$ cat src/rtl/fifo_serializer.sv
// Pulls one word from an upstream FIFO and sends it as a framed serial bit stream: start, data LSB first, stop.
// Build option: FIFO_SERIALIZER_PARITY_EN adds an even-parity bit between the data bits and the stop bit.
module fifo_serializer #(
    parameter int unsigned DATA_WIDTH   = 10,
    parameter int unsigned CLKS_PER_BIT = 4,
    parameter int unsigned RD_LATENCY   = 1
) (
    input  logic                  CLK,
    input  logic                  RST,
    input  logic                  tx_en,
    input  logic                  fifo_empty,
    input  logic [DATA_WIDTH-1:0] fifo_dout,
    output logic                  fifo_rd_en,
    output logic                  tx,
    output logic                  busy,
    output logic                  frame_done
);

    localparam int unsigned BIT_CNT_W = $clog2(DATA_WIDTH + 1);
    localparam int unsigned BAUD_W    = 8;

    localparam logic [BAUD_W-1:0]    BAUD_LAST     = BAUD_W'(CLKS_PER_BIT - 1);
    localparam logic [BAUD_W-1:0]    BAUD_PRE_LAST = BAUD_W'(CLKS_PER_BIT - 2);
    localparam logic [BAUD_W-1:0]    WAIT_LAST     = BAUD_W'(RD_LATENCY - 1);
    localparam logic [BIT_CNT_W-1:0] BIT_LAST      = BIT_CNT_W'(DATA_WIDTH - 1);

    typedef enum logic [2:0] {
        IDLE   = 3'd0,
        REQ    = 3'd1,
        WAIT   = 3'd2,
        START  = 3'd3,
        DATA   = 3'd4,
`ifdef FIFO_SERIALIZER_PARITY_EN
        PARITY = 3'd5,
`endif
        STOP   = 3'd6
    } state_t;

    state_t                state;
    logic                  armed;
    logic [BAUD_W-1:0]     baud;
    logic [BIT_CNT_W-1:0]  bit_cnt;
    logic [DATA_WIDTH-1:0] sreg;
    logic [DATA_WIDTH-1:0] sreg_next;
`ifdef FIFO_SERIALIZER_PARITY_EN
    logic                  par_bit;
`endif

    assign sreg_next = sreg >> 1;

    // armed holds off the first read until the second edge after reset release
    always_ff @(posedge CLK or posedge RST) begin
        if (RST) begin
            state      <= IDLE;
            armed      <= 1'b0;
            baud       <= '0;
            bit_cnt    <= '0;
            sreg       <= '0;
            tx         <= 1'b1;
            busy       <= 1'b0;
            frame_done <= 1'b0;
            fifo_rd_en <= 1'b0;
`ifdef FIFO_SERIALIZER_PARITY_EN
            par_bit    <= 1'b0;
`endif
        end else begin
            armed      <= 1'b1;
            fifo_rd_en <= 1'b0;
            frame_done <= 1'b0;
            case (state)
                IDLE: begin
                    if (armed && tx_en && !fifo_empty) begin
                        state      <= REQ;
                        fifo_rd_en <= 1'b1;
                        busy       <= 1'b1;
                        baud       <= '0;
                        bit_cnt    <= '0;
                    end
                end
                REQ: begin
                    state   <= WAIT;
                    baud    <= '0;
                    bit_cnt <= '0;
                end
                WAIT: begin
                    if (baud == WAIT_LAST) begin
                        state   <= START;
                        sreg    <= fifo_dout;
`ifdef FIFO_SERIALIZER_PARITY_EN
                        par_bit <= ^fifo_dout;
`endif
                        tx      <= 1'b0;
                        baud    <= '0;
                        bit_cnt <= '0;
                    end else begin
                        baud <= baud + BAUD_W'(1);
                    end
                end
                START: begin
                    if (baud == BAUD_LAST) begin
                        state   <= DATA;
                        tx      <= sreg[0];
                        baud    <= '0;
                        bit_cnt <= '0;
                    end else begin
                        baud <= baud + BAUD_W'(1);
                    end
                end
                DATA: begin
                    if (baud == BAUD_LAST) begin
                        baud <= '0;
                        if (bit_cnt == BIT_LAST) begin
                            bit_cnt <= '0;
`ifdef FIFO_SERIALIZER_PARITY_EN
                            state   <= PARITY;
                            tx      <= par_bit;
`else
                            state   <= STOP;
                            tx      <= 1'b1;
`endif
                        end else begin
                            bit_cnt <= bit_cnt + BIT_CNT_W'(1);
                            sreg    <= sreg_next;
                            tx      <= sreg_next[0];
                        end
                    end else begin
                        baud <= baud + BAUD_W'(1);
                    end
                end
`ifdef FIFO_SERIALIZER_PARITY_EN
                PARITY: begin
                    if (baud == BAUD_LAST) begin
                        state   <= STOP;
                        tx      <= 1'b1;
                        baud    <= '0;
                        bit_cnt <= '0;
                    end else begin
                        baud <= baud + BAUD_W'(1);
                    end
                end
`endif
                STOP: begin
                    if (baud == BAUD_LAST) begin
                        state   <= IDLE;
                        busy    <= 1'b0;
                        tx      <= 1'b1;
                        baud    <= '0;
                        bit_cnt <= '0;
                    end else begin
                        baud <= baud + BAUD_W'(1);
                        // registered pulse lands on the final stop cycle
                        if (baud == BAUD_PRE_LAST) begin
                            frame_done <= 1'b1;
                        end
                    end
                end
                default: begin
                    state   <= IDLE;
                    busy    <= 1'b0;
                    tx      <= 1'b1;
                    baud    <= '0;
                    bit_cnt <= '0;
                end
            endcase
        end
    end

endmodule
$ cat config.mk
export PLATFORM = sky130hd
export DESIGN_NAME = fifo_serializer
export DESIGN_NICKNAME = d
export VERILOG_FILES = /design/src/rtl/fifo_serializer.sv
export SDC_FILE = /design/constraint.sdc
export NUM_CORES = 1
export LEC_CHECK = 0
export BUFFER_PORTS_ARGS = -buffer_cell sky130_fd_sc_hd__buf_2
export CAP_MARGIN = 20
export CORE_ASPECT_RATIO = 1.5
export CORE_UTILIZATION = 62
export CTS_BUF_LIST = sky130_fd_sc_hd__clkbuf_8 sky130_fd_sc_hd__clkbuf_16
export DETAILED_ROUTE_END_ITERATION = 16
export PLACE_DENSITY_LB_ADDON = 0.12
export REMOVE_ABC_BUFFERS = 1
export SYNTH_ARGS = -nofsm -noshare
export SYNTH_HDL_FRONTEND = slang
export SYNTH_SLANG_ARGS = --single-unit
$ cat constraint.sdc
create_clock -name CLK -period 3.7 [get_ports CLK]
set_input_delay 0.74 -clock CLK [delete_from_list [all_inputs] [get_ports CLK]]
set_output_delay 0.74 -clock CLK [all_outputs]
set_load 0.01 [all_outputs]
==> results of run 1 <==
## Yosys cell counts, types with 3 or more instances
cell type,number
a31oi_1,4
nor2_1,16
nor3_1,4
and3_1,3
inv_1,8
o21ai_0,11
clkbuf_1,3
nand3_1,12
a21oi_1,12
buf_2,4
dfrtp_1,29
mux2i_1,10
nor2b_1,3
o31ai_1,3
nand2_1,12
ha_1,5
## state kept, by name, summed over array words and instances, names as in the netlist
name,cells
baud,8
tx,1
fifo_rd_en,1
bit_cnt,4
busy,1
armed,1
frame_done,1
state,3
sreg,10
## worst max-delay path, delay by kind of cell (launching register included)
kind / cells / cell delay, ns
AO/OA/AOI/OAI: 3 / 0.74
adder cells (fa/ha/maj): 1 / 0.34
AND/OR/NAND/NOR: 2 / 0.51
flip-flops: 1 / 0.40
## area by class of cell
type                    count  area (sq um)  area share, %
repair buffers             19           120           6.53
well taps                  24          30.0           1.63
inverters                   8          30.0           1.63
clock buffers               5          68.8           3.74
flip-flops and latches     30           752           40.9
clock inverters             3          11.3          0.612
multi-input cells         125           828           45.0
## cell families (layout without fill, tap and decap cells)
logic type | count (synthesis) | in the layout | synth area share [%]
DFF | 30 | 30 | 45.5
AOI/OAI and AO/OA | 46 | 46 | 19.8
other | 1 | 1 | 0.227
muxes | 10 | 10 | 6.06
and+or+nand+nor | 63 | 63 | 20.3
buffers and inverters | 16 | 35 | 4.39
adders and majority gates | 5 | 5 | 3.79
## cell usage in the layout (no fill, tap or decap), types with 2 or more instances in the layout
cell type  synthesis  final
a21o_1             2      2
a21oi_1           12     12
a31oi_1            4      4
a41oi_1            2      2
and3_1             3      3
buf_2              4     17
clkbuf_8           0      5
dfrtp_1           29     29
ha_1               5      5
inv_1              8     11
mux2i_1           10     10
nand2_1           12     12
nand3_1           12     12
nand3b_1           2      2
nor2_1            16     16
nor2b_1            3      3
nor3_1             4      4
nor3b_1            2      2
nor4_1             2      2
o21ai_0           11     11
o31ai_1            3      3
## report_power, final
part	internal (mW)	total [mW]	leakage, nW	switching (mW)
Combinational	0.00994	0.0209	0.437	0.0110
Sequential	0.329	0.330	0.383	0.000481
Clock	0.125	0.237	0.0519	0.112
Total	0.464	0.587	0.872	0.123
## path summary, 6_finish.rpt
check | slack [ns] | endpoint | startpoint | depth (start not counted)
max | 1.60 | baud[5] | baud[0] | 6
min | 0.40 | sreg[6] | RST | 2
max reg2reg | 1.60 | baud[5] | baud[0] | 6
min reg2reg | 0.51 | bit_cnt[2] | bit_cnt[2] | 1
max in group asynchronous | 2.79 | tx | RST | 3
min in group CLK | 0.51 | bit_cnt[2] | bit_cnt[2] | 1
## routing by layer
layer  share of wire, %  up-vias
met5                  0        -
met4                2.1        0
met3                4.2        6
met2                 57       34
met1                 37      666
li1                   -      660
==> summary.txt, run 1 <==
Final layout
  • Layout Cells excl Fill: 214
  • Fillers: 190
  • Share of layout cells above drive strength 1: 17.4%
  • Finished layout cell area: 1840 sq um
  • # diodes: 0
  • Area grow syn2layout: 11.4%
  • Fin util: 74.3%
  • Layout Nets: 208

Placed design
  • Setup WS pre-CTS: 1.61 ns
  • Inst Count DP: 205
  • Buffers on Ports: 17
  • Post-Place Cell Area: 1730 sq um
  • Final GP Congestion: 0.883
  • Post-DP HPWL: 2.43 mm

Route
  • Initial DRT Pass Iterations: 13
  • Total wire length: 3.41 mm
  • Initial DRC count: 48
  • Final ANT Viol Nets: 0
  • Routed vias: 1,366
  • Vias/cell: 6.38
  • Remaining DRCs: 2
  • Wire per inst: 15.9 microns

Worst setup path
  • CP max FO: 16
  • Worst path slowest cell: dfrtp_1
  • Critical Path Start Type: flip-flop
  • Critical path required time: 3.87 ns
  • Slowest stage delay, CP: 0.40 ns
  • Crit path kind: reg -> reg
  • Critical path arrival: 2.27 ns
  • Worst setup EP type: flip-flop
  • Cells along the critical path: ha_1, nor3b_1, a21oi_1, o221a_4, and3_2, a211o_1

Timing
  • Final Hold Viols: 0
  • Setup TNS: 0 ns
  • Max transition margin: 56.6%
  • RSZ-0062 raised after global routing: no
  • Worst-margin pin slew: 0.650 ns
  • Clock skew: 0.00507 ns
  • Max-slew violations: 0
  • Crit path time final: 2.10 ns
  • # setup viols final: 0
  • Setup WS post-layout: 1.60 ns
  • Final hold slack: 0.402 ns
  • Final clock period utilization by the worst path: 56.9%
  • Max Fclk: 0.475 GHz

Global route
  • Largest net degree at the start of global routing: 31
  • Initial antenna violation count: 0
  • Total track usage: 27.0%
  • Total gr overflow: 0
  • GRT Max-Usage Layer: met2
  • Met3 Track Usage GR: 6.59%
  • Met1 Use GR: 27.2%
  • Number of global-route vias before repair: 1,326
  • First-pass GRT wire length: 5.60 mm
  • GR Util met2: 49.1%

Synthesis
  • Synth top area share: 43.9%
  • Post-synthesis cell type count: 43
  • Seq/Total Area, Yosys: 45.5%
  • Main synth FF type: dfrtp_1
  • Syn Std Cell Area: 1650 sq um
  • Cell accounting for the most synthesized area: dfrtp_1
  • Warnings, synthesis: 0
  • Mean Syn Cell Area: 9.67 sq um
  • Ys async rst share: 100%
  • EDFF count, synth: 0
  • Leading post-synthesis cells by cell area: dfrtp_1 44%, mux2i_1 6.1%, ha_1 3.8%
  • Post-synthesis register bit count: 30
  • Post-Synthesis Cells: 171

Floorplanning
  • Die height: 65.2 microns
  • Die ar.: 2880 sq um
  • Die X-Extent: 44.2 microns
  • Core footprint: 2480 sq um
  • Number of placement rows: 22
  • Top Ports: 18
  • Initial core utilization: 66.7%

Run status
  • Failing checks: design-rule violations
  • Run status: finished, violations left

Power
  • Worst IR Drop VDD: 0.000250 V
  • Power Density: 319 nW/um^2
  • Design Power: 587 uW
  • Lkg Pwr: 0.872 nW

Clocking
  • CTS resizes: 0
  • CTS Buf Count: 5
  • Worst-path clk slew: 0.06 ns
  • Clk_lat worst skew: 0.28 ns
  • Setup bufs post-CTS: 0
  • H-tree lvl count: 2
  • Sink Count: 30
  • CTS tree: built
  • CTS Buffer Depth: 2
  • # hold bufs at CTS: 0
  • Clk Tree Root Cell: clkbuf_8

Job
  • Maxcap violations: 0

Worst hold path
  • Hold crit path type: in -> async
Note: power is estimated with default switching activity, not from simulation.
==> inputs of run 2 (changes only) <==
--- a/config.mk
+++ b/config.mk
@@ -8,7 +8,7 @@
 export BUFFER_PORTS_ARGS = -buffer_cell sky130_fd_sc_hd__buf_2
 export CAP_MARGIN = 20
 export CORE_ASPECT_RATIO = 1.5
-export CORE_UTILIZATION = 62
+export CORE_UTILIZATION = 52
 export CTS_BUF_LIST = sky130_fd_sc_hd__clkbuf_8 sky130_fd_sc_hd__clkbuf_16
 export DETAILED_ROUTE_END_ITERATION = 16
 export PLACE_DENSITY_LB_ADDON = 0.12
==> constraint.sdc (replaced) <==
create_clock -name CLK -period 1.9 [get_ports CLK]
set_input_delay 0.38 -clock CLK [delete_from_list [all_inputs] [get_ports CLK]]
set_output_delay 0.38 -clock CLK [all_outputs]
set_load 0.01 [all_outputs]
==> run 2 against run 1 <==
- the flow now finishes without violations
- sequential power grew 95%
- fmax grew 13%
- largest cell class unchanged
- flip-flop and latch count is the same
- routed wire length grew 16%
- combinational power grew 65%
- critical path depth grew 1
- worst setup slack lost 1.6 ns
- die area grew 18%
- worst hold slack lost 0.24 ns
- first-iteration DRC count shrank 50%
==> summary.txt, run 2 (synthesized netlist as in run 1, its figures left out) <==
Run status
  • Run status: completed

Worst setup path
  • Slowest stage delay, CP: 0.42 ns
  • R2r setup slk: 0.03 ns
  • Worst reg2reg path endpoint: bit_cnt[0]
  • Critical path arrival: 2.10 ns
  • Crit path kind: reg -> reg
  • WP depth: 7
  • Worst setup EP type: flip-flop
  • Critical Path Start Type: flip-flop
  • Crit path to: bit_cnt[0]
  • Reg2Reg Depth: 7
  • Cells along the critical path: nor4_4, buf_4, a31oi_4, o221a_4, buf_4, nor4_4, a21o_1
  • CP max FO: 7
  • CP delay by family, top: compound AO/OA/AOI/OAI gates
  • Worst path slowest cell: dfrtp_1
  • RR Startpoint: baud[7]
  • CP startpoint: baud[7]
  • Critical path required time: 2.13 ns
  • CP bufs+invs: 2

Clocking
  • H-tree lvl count: 2
  • Worst-path clk slew: 0.06 ns
  • CTS tree: built
  • Clk_lat worst skew: 0.28 ns
  • CTS Buffer Depth: 2
  • Sink Count: 30
  • Clk Tree Root Cell: clkbuf_8
  • CTS Buf Count: 5

Route
  • Remaining DRCs: 0
  • Routed vias: 1,480
  • Final ANT Viol Nets: 0
  • Initial DRT Pass Iterations: 4
  • Total wire length: 3.96 mm
  • Vias/cell: 5.97
  • Initial DRC count: 24
  • Wire per inst: 16.0 microns

Final layout
  • Layout Cells excl Fill: 248
  • Fillers: 224
  • Most flops, register: sreg
  • Layout Nets: 227
  • # diodes: 0
  • Share of layout cells above drive strength 1: 29.7%
  • Commonest non-fill, non-tap cell in the layout: dfrtp_1
  • Max reg flops: 10
  • Area grow syn2layout: 25.7%
  • Commonest non-fill, non-tap cells in the layout: 28 x dfrtp_1, 20 x buf_4, 17 x buf_2
  • Biggest registers after layout: sreg: 10 flops, baud: 8 flops, bit_cnt: 4 flops

Timing
  • Clock skew: 0.00248 ns
  • Final clock period utilization by the worst path: 98.4%
  • Setup WS post-layout: 0.0311 ns
  • Max Fclk: 0.535 GHz
  • Max-slew violations: 0
  • Final Hold Viols: 0
  • # setup viols final: 0
  • Crit path time final: 1.87 ns

Global route
  • First-pass GRT wire length: 6.00 mm
  • Largest net degree at the start of global routing: 31
  • Total track usage: 24.5%
  • Initial antenna violation count: 0
  • Total gr overflow: 0
  • Number of global-route vias before repair: 1,443

Floorplanning
  • Die X-Extent: 48.0 microns
  • Die height: 71.1 microns
  • Core footprint: 2970 sq um
  • Number of placement rows: 24
  • Initial core utilization: 55.6%
  • Top Ports: 18
  • Die ar.: 3410 sq um

Placed design
  • Post-DP HPWL: 2.60 mm
  • Inst Count DP: 232
  • Final GP Congestion: 0.846
  • Buffers on Ports: 17
  • Setup WS pre-CTS: -0.0590 ns

Worst hold path
  • Hold crit path type: in -> async

Power
  • Worst IR Drop VDD: 0.000567 V
  • Power Density: 574 nW/um^2
  • Lkg Pwr: 0.980 nW

Job
  • Maxcap violations: 0
==> run 2: report_power, final <==
| part | total (mW) | switching (mW) | internal [mW] |
|---|---|---|---|
| Clock | 0.517 | 0.231 | 0.286 |
| Combinational | 0.0344 | 0.0194 | 0.0150 |
| Sequential | 0.642 | 0.000911 | 0.641 |
==> run 2: repair_timing <==
action / in CTS / in global routing
buffers inserted: 2 / 5
pin swaps: 3 / 4
hold buffers: 0 / 0
endpoints found under the setup margin: 2 / 15
gates cloned: 0 / 1
resized for setup: 3 / 12
==> run 2: tightest hold or removal path, delay by kind of cell <==
kind,cells,cell delay (ns)
buffers and inverters,3,0.46
==> run 2: how the worst min path moves through the flow <==
| stage | endpoint | depth (start not counted) | start |
|---|---|---|---|
| final | bit_cnt[1] | 3 | RST |
| after CTS | sreg[6] | 3 | RST |
| after global routing | bit_cnt[1] | 3 | RST |
| after global placement | sreg[6] | 3 | RST |
| after detailed placement | sreg[6] | 3 | RST |
| after floorplan | bit_cnt[2] | 1 | bit_cnt[2] |
==> run 2: layout make-up <==
type | count | area, sq um | area share (%)
clock buffers | 6 | 82.6 | 3.97
clock inverters | 2 | 8.76 | 0.421
inverters | 8 | 30.0 | 1.44
multi-input cells | 126 | 920 | 44.3
flip-flops and latches | 30 | 753 | 36.2
well taps | 39 | 48.8 | 2.35
repair buffers | 37 | 235 | 11.3
==> run 2: metal layers <==
metal	part of all wire, %	global-route usage (%)
met5	0	0
met2	55	41.1
met4	3.8	12.7
met1	38	26.5
met3	3.2	6.63
==> run 2: per-stage QoR <==
step | setup TNS [ns] | area (sq um) | hold WS (ns) | util [%] | total power, mW
after floorplan | -4.02 | 1610 | 0.458 | - | 0.670
after global placement | 0 | 1840 | 0.460 | 62.0 | 0.688
after detailed placement | -0.0590 | 1840 | 0.477 | 62.0 | 0.689
after CTS | -0.0330 | 1960 | 0.172 | 66.0 | 1.21
after global routing | -0.130 | 2080 | 0.209 | 69.9 | 1.23
final | 0 | 2080 | 0.158 | 69.9 | 1.19
